File: src/rtl/target_judge_if.sv
// rtl/target_judge_if.sv - game-side bus of target_judge: control inputs, buttons, lit target, hit/miss/score.
interface target_judge_if #(
    parameter int N_TARGETS = 4
);
    logic                 enable;
    logic                 clear;
    logic                 game_over;
    logic [N_TARGETS-1:0] btn;
    logic [N_TARGETS-1:0] target;
    logic                 hit;
    logic                 miss;
    logic [7:0]           score;
    logic                 busy;

    modport master (
        output enable, clear, game_over, btn,
        input  target, hit, miss, score, busy
    );

    modport slave (
        input  enable, clear, game_over, btn,
        output target, hit, miss, score, busy
    );
endinterface

File: src/rtl/target_judge.sv
// rtl/target_judge.sv - whack-a-target judge: lights an LFSR-chosen target, times the press, pulses hit/miss.
// Optional TARGET_NO_REPEAT_EN: the same target is never lit in two consecutive rounds.
module target_judge #(
    parameter int N_TARGETS  = 4,
    parameter int GAP_CYC    = 50_000_000,
    parameter int WINDOW_CYC = 100_000_000
) (
    input  logic          clk,
    input  logic          rst,
    target_judge_if.slave bus
);
    localparam int IDX_W = $clog2(N_TARGETS);
    localparam int GAP_W = (GAP_CYC > 1) ? $clog2(GAP_CYC) : 1;
    localparam int WIN_W = $clog2(WINDOW_CYC);
    localparam logic [GAP_W-1:0] GAP_LAST = GAP_W'(GAP_CYC - 1);
    localparam logic [WIN_W-1:0] WIN_LAST = WIN_W'(WINDOW_CYC - 1);

    typedef enum logic [1:0] {
        S_IDLE,
        S_GAP,
        S_ARMED,
        S_RESULT
    } state_t;

    state_t               state;
    logic [15:0]          lfsr;
    logic [N_TARGETS-1:0] btn_d;
    logic [GAP_W-1:0]     gap_cnt;
    logic [WIN_W-1:0]     win_cnt;
    logic [IDX_W-1:0]     idx;
    logic [IDX_W-1:0]     next_idx;
    logic [N_TARGETS-1:0] target_q;
    logic                 hit_q;
    logic                 miss_q;
    logic [7:0]           score_q;
    logic                 busy_q;
`ifdef TARGET_NO_REPEAT_EN
    logic [IDX_W-1:0]     prev_idx;
`endif

    logic [N_TARGETS-1:0] btn_edge;
    logic                 wrong_press;
    logic                 right_press;
    logic                 halt;

    function automatic logic [N_TARGETS-1:0] one_hot(input logic [IDX_W-1:0] i);
        one_hot    = '0;
        one_hot[i] = 1'b1;
    endfunction

    // target_q is one-hot of idx throughout ARMED, so it doubles as the press mask
    assign btn_edge    = bus.btn & ~btn_d;
    assign wrong_press = |(btn_edge & ~target_q);
    assign right_press = |(btn_edge & target_q);
    assign halt        = !bus.enable || bus.game_over;

    always_comb begin
        next_idx = lfsr[IDX_W-1:0];
`ifdef TARGET_NO_REPEAT_EN
        if (next_idx == prev_idx) begin
            next_idx = prev_idx + IDX_W'(1);
        end
`endif
    end

    always_ff @(posedge clk or negedge rst) begin
        if (!rst) begin
            state    <= S_IDLE;
            lfsr     <= 16'hACE1;
            btn_d    <= '1;
            gap_cnt  <= '0;
            win_cnt  <= '0;
            idx      <= '0;
            target_q <= '0;
            hit_q    <= 1'b0;
            miss_q   <= 1'b0;
            score_q  <= 8'd0;
            busy_q   <= 1'b0;
`ifdef TARGET_NO_REPEAT_EN
            prev_idx <= '0;
`endif
        end else begin
            // Galois form of x^16+x^14+x^13+x^11+1, free-running in every state
            lfsr   <= {1'b0, lfsr[15:1]} ^ (lfsr[0] ? 16'hB400 : 16'h0000);
            btn_d  <= bus.btn;
            hit_q  <= 1'b0;
            miss_q <= 1'b0;

            if (bus.clear) begin
                state    <= S_IDLE;
                target_q <= '0;
                score_q  <= 8'd0;
                busy_q   <= 1'b0;
            end else begin
                case (state)
                    S_IDLE: begin
                        if (!halt) begin
                            state   <= S_GAP;
                            gap_cnt <= '0;
                            busy_q  <= 1'b1;
                        end
                    end

                    S_GAP: begin
                        if (halt) begin
                            state  <= S_IDLE;
                            busy_q <= 1'b0;
                        end else if (gap_cnt == GAP_LAST) begin
                            state    <= S_ARMED;
                            idx      <= next_idx;
                            target_q <= one_hot(next_idx);
                            win_cnt  <= '0;
                        end else begin
                            gap_cnt <= gap_cnt + GAP_W'(1);
                        end
                    end

                    S_ARMED: begin
                        if (halt) begin
                            state    <= S_IDLE;
                            target_q <= '0;
                            busy_q   <= 1'b0;
                        end else if (wrong_press) begin
                            state    <= S_RESULT;
                            target_q <= '0;
                            miss_q   <= 1'b1;
                        end else if (right_press) begin
                            state    <= S_RESULT;
                            target_q <= '0;
                            hit_q    <= 1'b1;
                            score_q  <= (score_q == 8'hFF) ? score_q : score_q + 8'd1;
                        end else if (win_cnt == WIN_LAST) begin
                            state    <= S_RESULT;
                            target_q <= '0;
                            miss_q   <= 1'b1;
                        end else begin
                            win_cnt <= win_cnt + WIN_W'(1);
                        end
                    end

                    S_RESULT: begin
`ifdef TARGET_NO_REPEAT_EN
                        prev_idx <= idx;
`endif
                        gap_cnt <= '0;
                        if (halt) begin
                            state  <= S_IDLE;
                            busy_q <= 1'b0;
                        end else begin
                            state <= S_GAP;
                        end
                    end

                    default: begin
                        state    <= S_IDLE;
                        target_q <= '0;
                        busy_q   <= 1'b0;
                    end
                endcase
            end
        end
    end

    assign bus.target = target_q;
    assign bus.hit    = hit_q;
    assign bus.miss   = miss_q;
    assign bus.score  = score_q;
    assign bus.busy   = busy_q;
endmodule

File: src/flat_wrapper.sv
// flat-port wrapper written by rule: the top's interface ports become plain ports
module target_judge_flat 
#(
    parameter int N_TARGETS  = 4,
    parameter int GAP_CYC    = 50_000_000,
    parameter int WINDOW_CYC = 100_000_000
)
  (clk, rst, bus_enable, bus_clear, bus_game_over, bus_btn, bus_target, bus_hit, bus_miss, bus_score, bus_busy);
  target_judge_if #(.N_TARGETS(N_TARGETS)) bus_i ();
  input  logic clk;
  input  logic rst;
  input wire logic [$bits(bus_i.enable)-1:0] bus_enable;
  input wire logic [$bits(bus_i.clear)-1:0] bus_clear;
  input wire logic [$bits(bus_i.game_over)-1:0] bus_game_over;
  input wire logic [$bits(bus_i.btn)-1:0] bus_btn;
  output wire logic [$bits(bus_i.target)-1:0] bus_target;
  output wire logic [$bits(bus_i.hit)-1:0] bus_hit;
  output wire logic [$bits(bus_i.miss)-1:0] bus_miss;
  output wire logic [$bits(bus_i.score)-1:0] bus_score;
  output wire logic [$bits(bus_i.busy)-1:0] bus_busy;
  assign bus_i.enable = bus_enable;
  assign bus_i.clear = bus_clear;
  assign bus_i.game_over = bus_game_over;
  assign bus_i.btn = bus_btn;
  assign bus_target = bus_i.target;
  assign bus_hit = bus_i.hit;
  assign bus_miss = bus_i.miss;
  assign bus_score = bus_i.score;
  assign bus_busy = bus_i.busy;
  target_judge #(.N_TARGETS(N_TARGETS), .GAP_CYC(GAP_CYC), .WINDOW_CYC(WINDOW_CYC)) u_core (.clk(clk), .rst(rst), .bus(bus_i));
endmodule
File: config.mk
export PLATFORM = sky130hd
export DESIGN_NAME = target_judge_flat
export DESIGN_NICKNAME = d
export VERILOG_FILES = /design/src/rtl/target_judge_if.sv /design/src/rtl/target_judge.sv /design/src/flat_wrapper.sv
export SDC_FILE = /design/constraint.sdc
export NUM_CORES = 1
export LEC_CHECK = 0
export ABC_AREA = 1
export ABC_CLOCK_PERIOD_IN_PS = 3100
export BUFFER_PORTS_ARGS = -buffer_cell sky130_fd_sc_hd__buf_2
export CAP_MARGIN = 20
export CORE_MARGIN = 2
export CORE_UTILIZATION = 51
export CTS_CLUSTER_DIAMETER = 120
export DETAILED_ROUTE_END_ITERATION = 8
export PLACE_DENSITY = 0.68
export SKIP_CTS_REPAIR_TIMING = 1
export SYNTH_ARGS = -nofsm -noshare
export SYNTH_HDL_FRONTEND = slang
export SYNTH_SLANG_ARGS = --single-unit
File: constraint.sdc
create_clock -name clk -period 3.1 [get_ports clk]
set_input_delay 0.93 -clock clk [delete_from_list [all_inputs] [get_ports clk]]
set_output_delay 0.93 -clock clk [all_outputs]
set_load 0.05 [all_outputs]
==> metrics.md <==
| Metric | Value |
|---|---|
| Status | `finished clean` |
| Highest routed metal layer | `met4` |
| # diodes | `0` |
| Main synth FF type | `dfrtp_1` |
| GP Congestion | `0.900` |
| CP Class | `in2reg` |
| Final Hold Viols | `0` |
| Post-DP HPWL | `8440 um` |
| Netlist cell types | `37` |
| EDFF count, synth | `0` |
| Crit path time final | `2.06 ns` |
| Setup ws final | `1.04 ns` |
| Routed wire length | `11600 um` |
| DRT iter0 DRCs | `266` |
| Die area | `0.0113 sq mm` |
| Fraction of layout cells with a size suffix above 1 | `11.4%` |
| Synth area leaders | `dfrtp_1 37%, nand2_1 18%, nand3_1 8.4%` |
| Hold Path Depth | `0` |
| Area of the core | `0.0102 sq mm` |
| Die height | `106 um` |
| Placement Setup Slack | `0.675 ns` |
| Syn-to-layout area delta | `7.23%` |
| Nets | `780` |
| Grt ovf | `0` |
| Worst setup EP type | `register` |
| Max-Cap Viols | `0` |
| Port-buffer cells | `23` |
| Die width | `106 um` |
| WP data required | `3.40 ns` |
| Clk slew on worst S/H paths | `0.09 ns` |
| Startpoint types | `input pin` |
| Leakage | `2.81 nW` |
| DR WL/cell | `12.8 um` |
| Post-route insts no fill | `909` |
| Multi-input logic area | `0.00265 sq mm` |
| Synth Warn # | `0` |
| Clock Latency Late Sink | `0.37 ns` |
| Power Total | `2.10 mW` |
| # rows | `37` |
| Synth Register Bits | `90` |
| Syn Nets | `757` |
| HP Class | `reg2reg` |
| Largest net degree at the start of global routing | `48` |
| Crit-path max FO | `13` |
| M1 WL | `5510 um` |
| RSZ-0062 raised after global routing | `no` |
| Fillers | `970` |
| First-pass DRT Iterations | `7` |
| Via count | `4757` |
| Final Cycle Share | `66.3%` |
| Post-synthesis sequential area ratio | `42.5%` |
| Fmax achieved | `0.486 GHz` |
| DRC | `0` |
| Synth top area share | `36.6%` |
| First-pass GRT wire length | `20400 um` |
| CTS tree | `yes` |
| Largest area contributor in the netlist | `dfrtp_1` |
| Met2 wire length | `5520 um` |
| FF-to-FF path depth | `11` |
| Max rail drop VDD | `0.215 mV` |
| Final setup TNS | `0 ns` |
| Sink Count | `90` |
| Hold WS | `0.353 ns` |
| Post-synthesis average cell area | `7.16 sq um` |
| Total GRT Usage | `22.3%` |
| Crit path DAT | `2.36 ns` |
| Clock Tree Root | `clkbuf_8` |
| Clock Skews | `0.0129 ns` |
| Slew @ Worst Pin | `0.645 ns` |
| Final Slew Violations | `0` |
| DR vias/cell | `5.23` |
| Top-count cell post-synth | `nand2_1` |
| Max_slew headroom | `57.0%` |
| Synthesized netlist cell count | `745` |
| Final setup violation count | `0` |
| Commonest cells in the synthesized netlist | `260 x nand2_1, 92 x nor2_1, 89 x nand3_1` |
| Num CTS Buffers | `9` |
| Clk buf depth | `2` |
| Io pins | `24` |
| Async SR Flop Fraction | `100%` |
| Sequential cell area | `0.00227 sq mm` |
| Vias in the first global route | `4437` |
| Placed Cells | `893` |
| Post-Syn Area | `0.00533 sq mm` |
| Power density cells | `367 mW/mm^2` |
| R2R Setup Slk | `1.12 ns` |
| Wire length on met3 | `431 um` |
| Initial core utilization | `52.1%` |
| H-tree levels | `3` |
| Initial antenna violation count | `0` |
| Antenna Violating Nets Remaining | `0` |
## where the power goes
group	switching (mW)	internal, mW	total (mW)
logic	0.112	0.0334	0.146
registers	0.0119	1.19	1.20
clock network	0.449	0.301	0.750
## kinds of logic after synthesis
family                     count (synthesis)  synth area share (%)
AOI/OAI and AO/OA                         23                  2.44
xor gates and xnor gates                  16                  2.63
adders and majority gates                  3                 0.704
buffers and inverters                     93                  7.72
DFF                                       90                  42.5
and+or+nand+nor                          520                  44.0
## layer usage
layer / GRT usage, % / up-vias
li1: - / 2406
met1: 30.2 / 2240
met2: 36.8 / 96
met3: 3.49 / 15
met4: 7.33 / 0
met5: 0 / -
## placed cells by master, fill, tap and decap left out, types with 4 or more instances in the layout
master      n
nand2_2     5
nor3b_1     5
a21oi_1     4
clkbuf_8    9
nor2_2      6
nand2_1   260
o21ai_0     7
o21ai_1     5
dfrtp_1    78
dfstp_2    12
or2_2       4
nor2_1     92
nor3_1     16
nand3_1    89
nand4_1    22
nand3b_1    4
nor2_4      8
buf_2      22
xor2_1     14
inv_1      74
## layout make-up
class | instances | share of cell area, %
Multi-Input combinational cell | 562 | 46.4
Sequential cell | 90 | 39.6
Inverter | 79 | 5.23
Tap cell | 136 | 2.98
Timing Repair Buffer | 26 | 2.67
Clock buffer | 10 | 2.23
Clock inverter | 6 | 0.832
## critical path, stage by stage
cell and delay, ns:
buf_2 0.10, nor2_2 0.17, inv_1 0.15, nor2_4 0.15, nand2_1 0.10, nor2_2 0.17, nand3_4 0.15, inv_2 0.24
nand3_1 0.11, nand2_1 0.09
## flip-flops by register name, indices dropped and copies added, names as in the netlist
| register | flops |
|---|---|
| u_core.bus.miss | 1 |
| u_core.btn_d | 4 |
| u_core.state | 2 |
| u_core.bus.hit | 1 |
| u_core.gap_cnt | 26 |
| u_core.bus.busy | 1 |
| u_core.win_cnt | 27 |
| u_core.bus.target | 4 |
| u_core.bus.score | 8 |
| u_core.lfsr | 16 |
## worst paths after layout
check                                             to               from
worst max-delay path               u_core.win_cnt[4]      bus_game_over
worst min-delay path                  u_core.lfsr[1]     u_core.lfsr[2]
worst max register to register    u_core.win_cnt[20]  u_core.win_cnt[0]
worst min register to register        u_core.lfsr[1]     u_core.lfsr[2]
max in group asynchronous            u_core.lfsr[11]                rst
min in group asynchronous       u_core.bus.target[0]                rst
## stage by stage
step | utilization (%) | area, sq um
floorplan | - | 5330
global placement | 54.2 | 5540
detailed placement | 54.2 | 5540
CTS | 55.9 | 5720
global route | 55.9 | 5720
finish | 55.9 | 5720
Power figures use the tool's default switching activity.
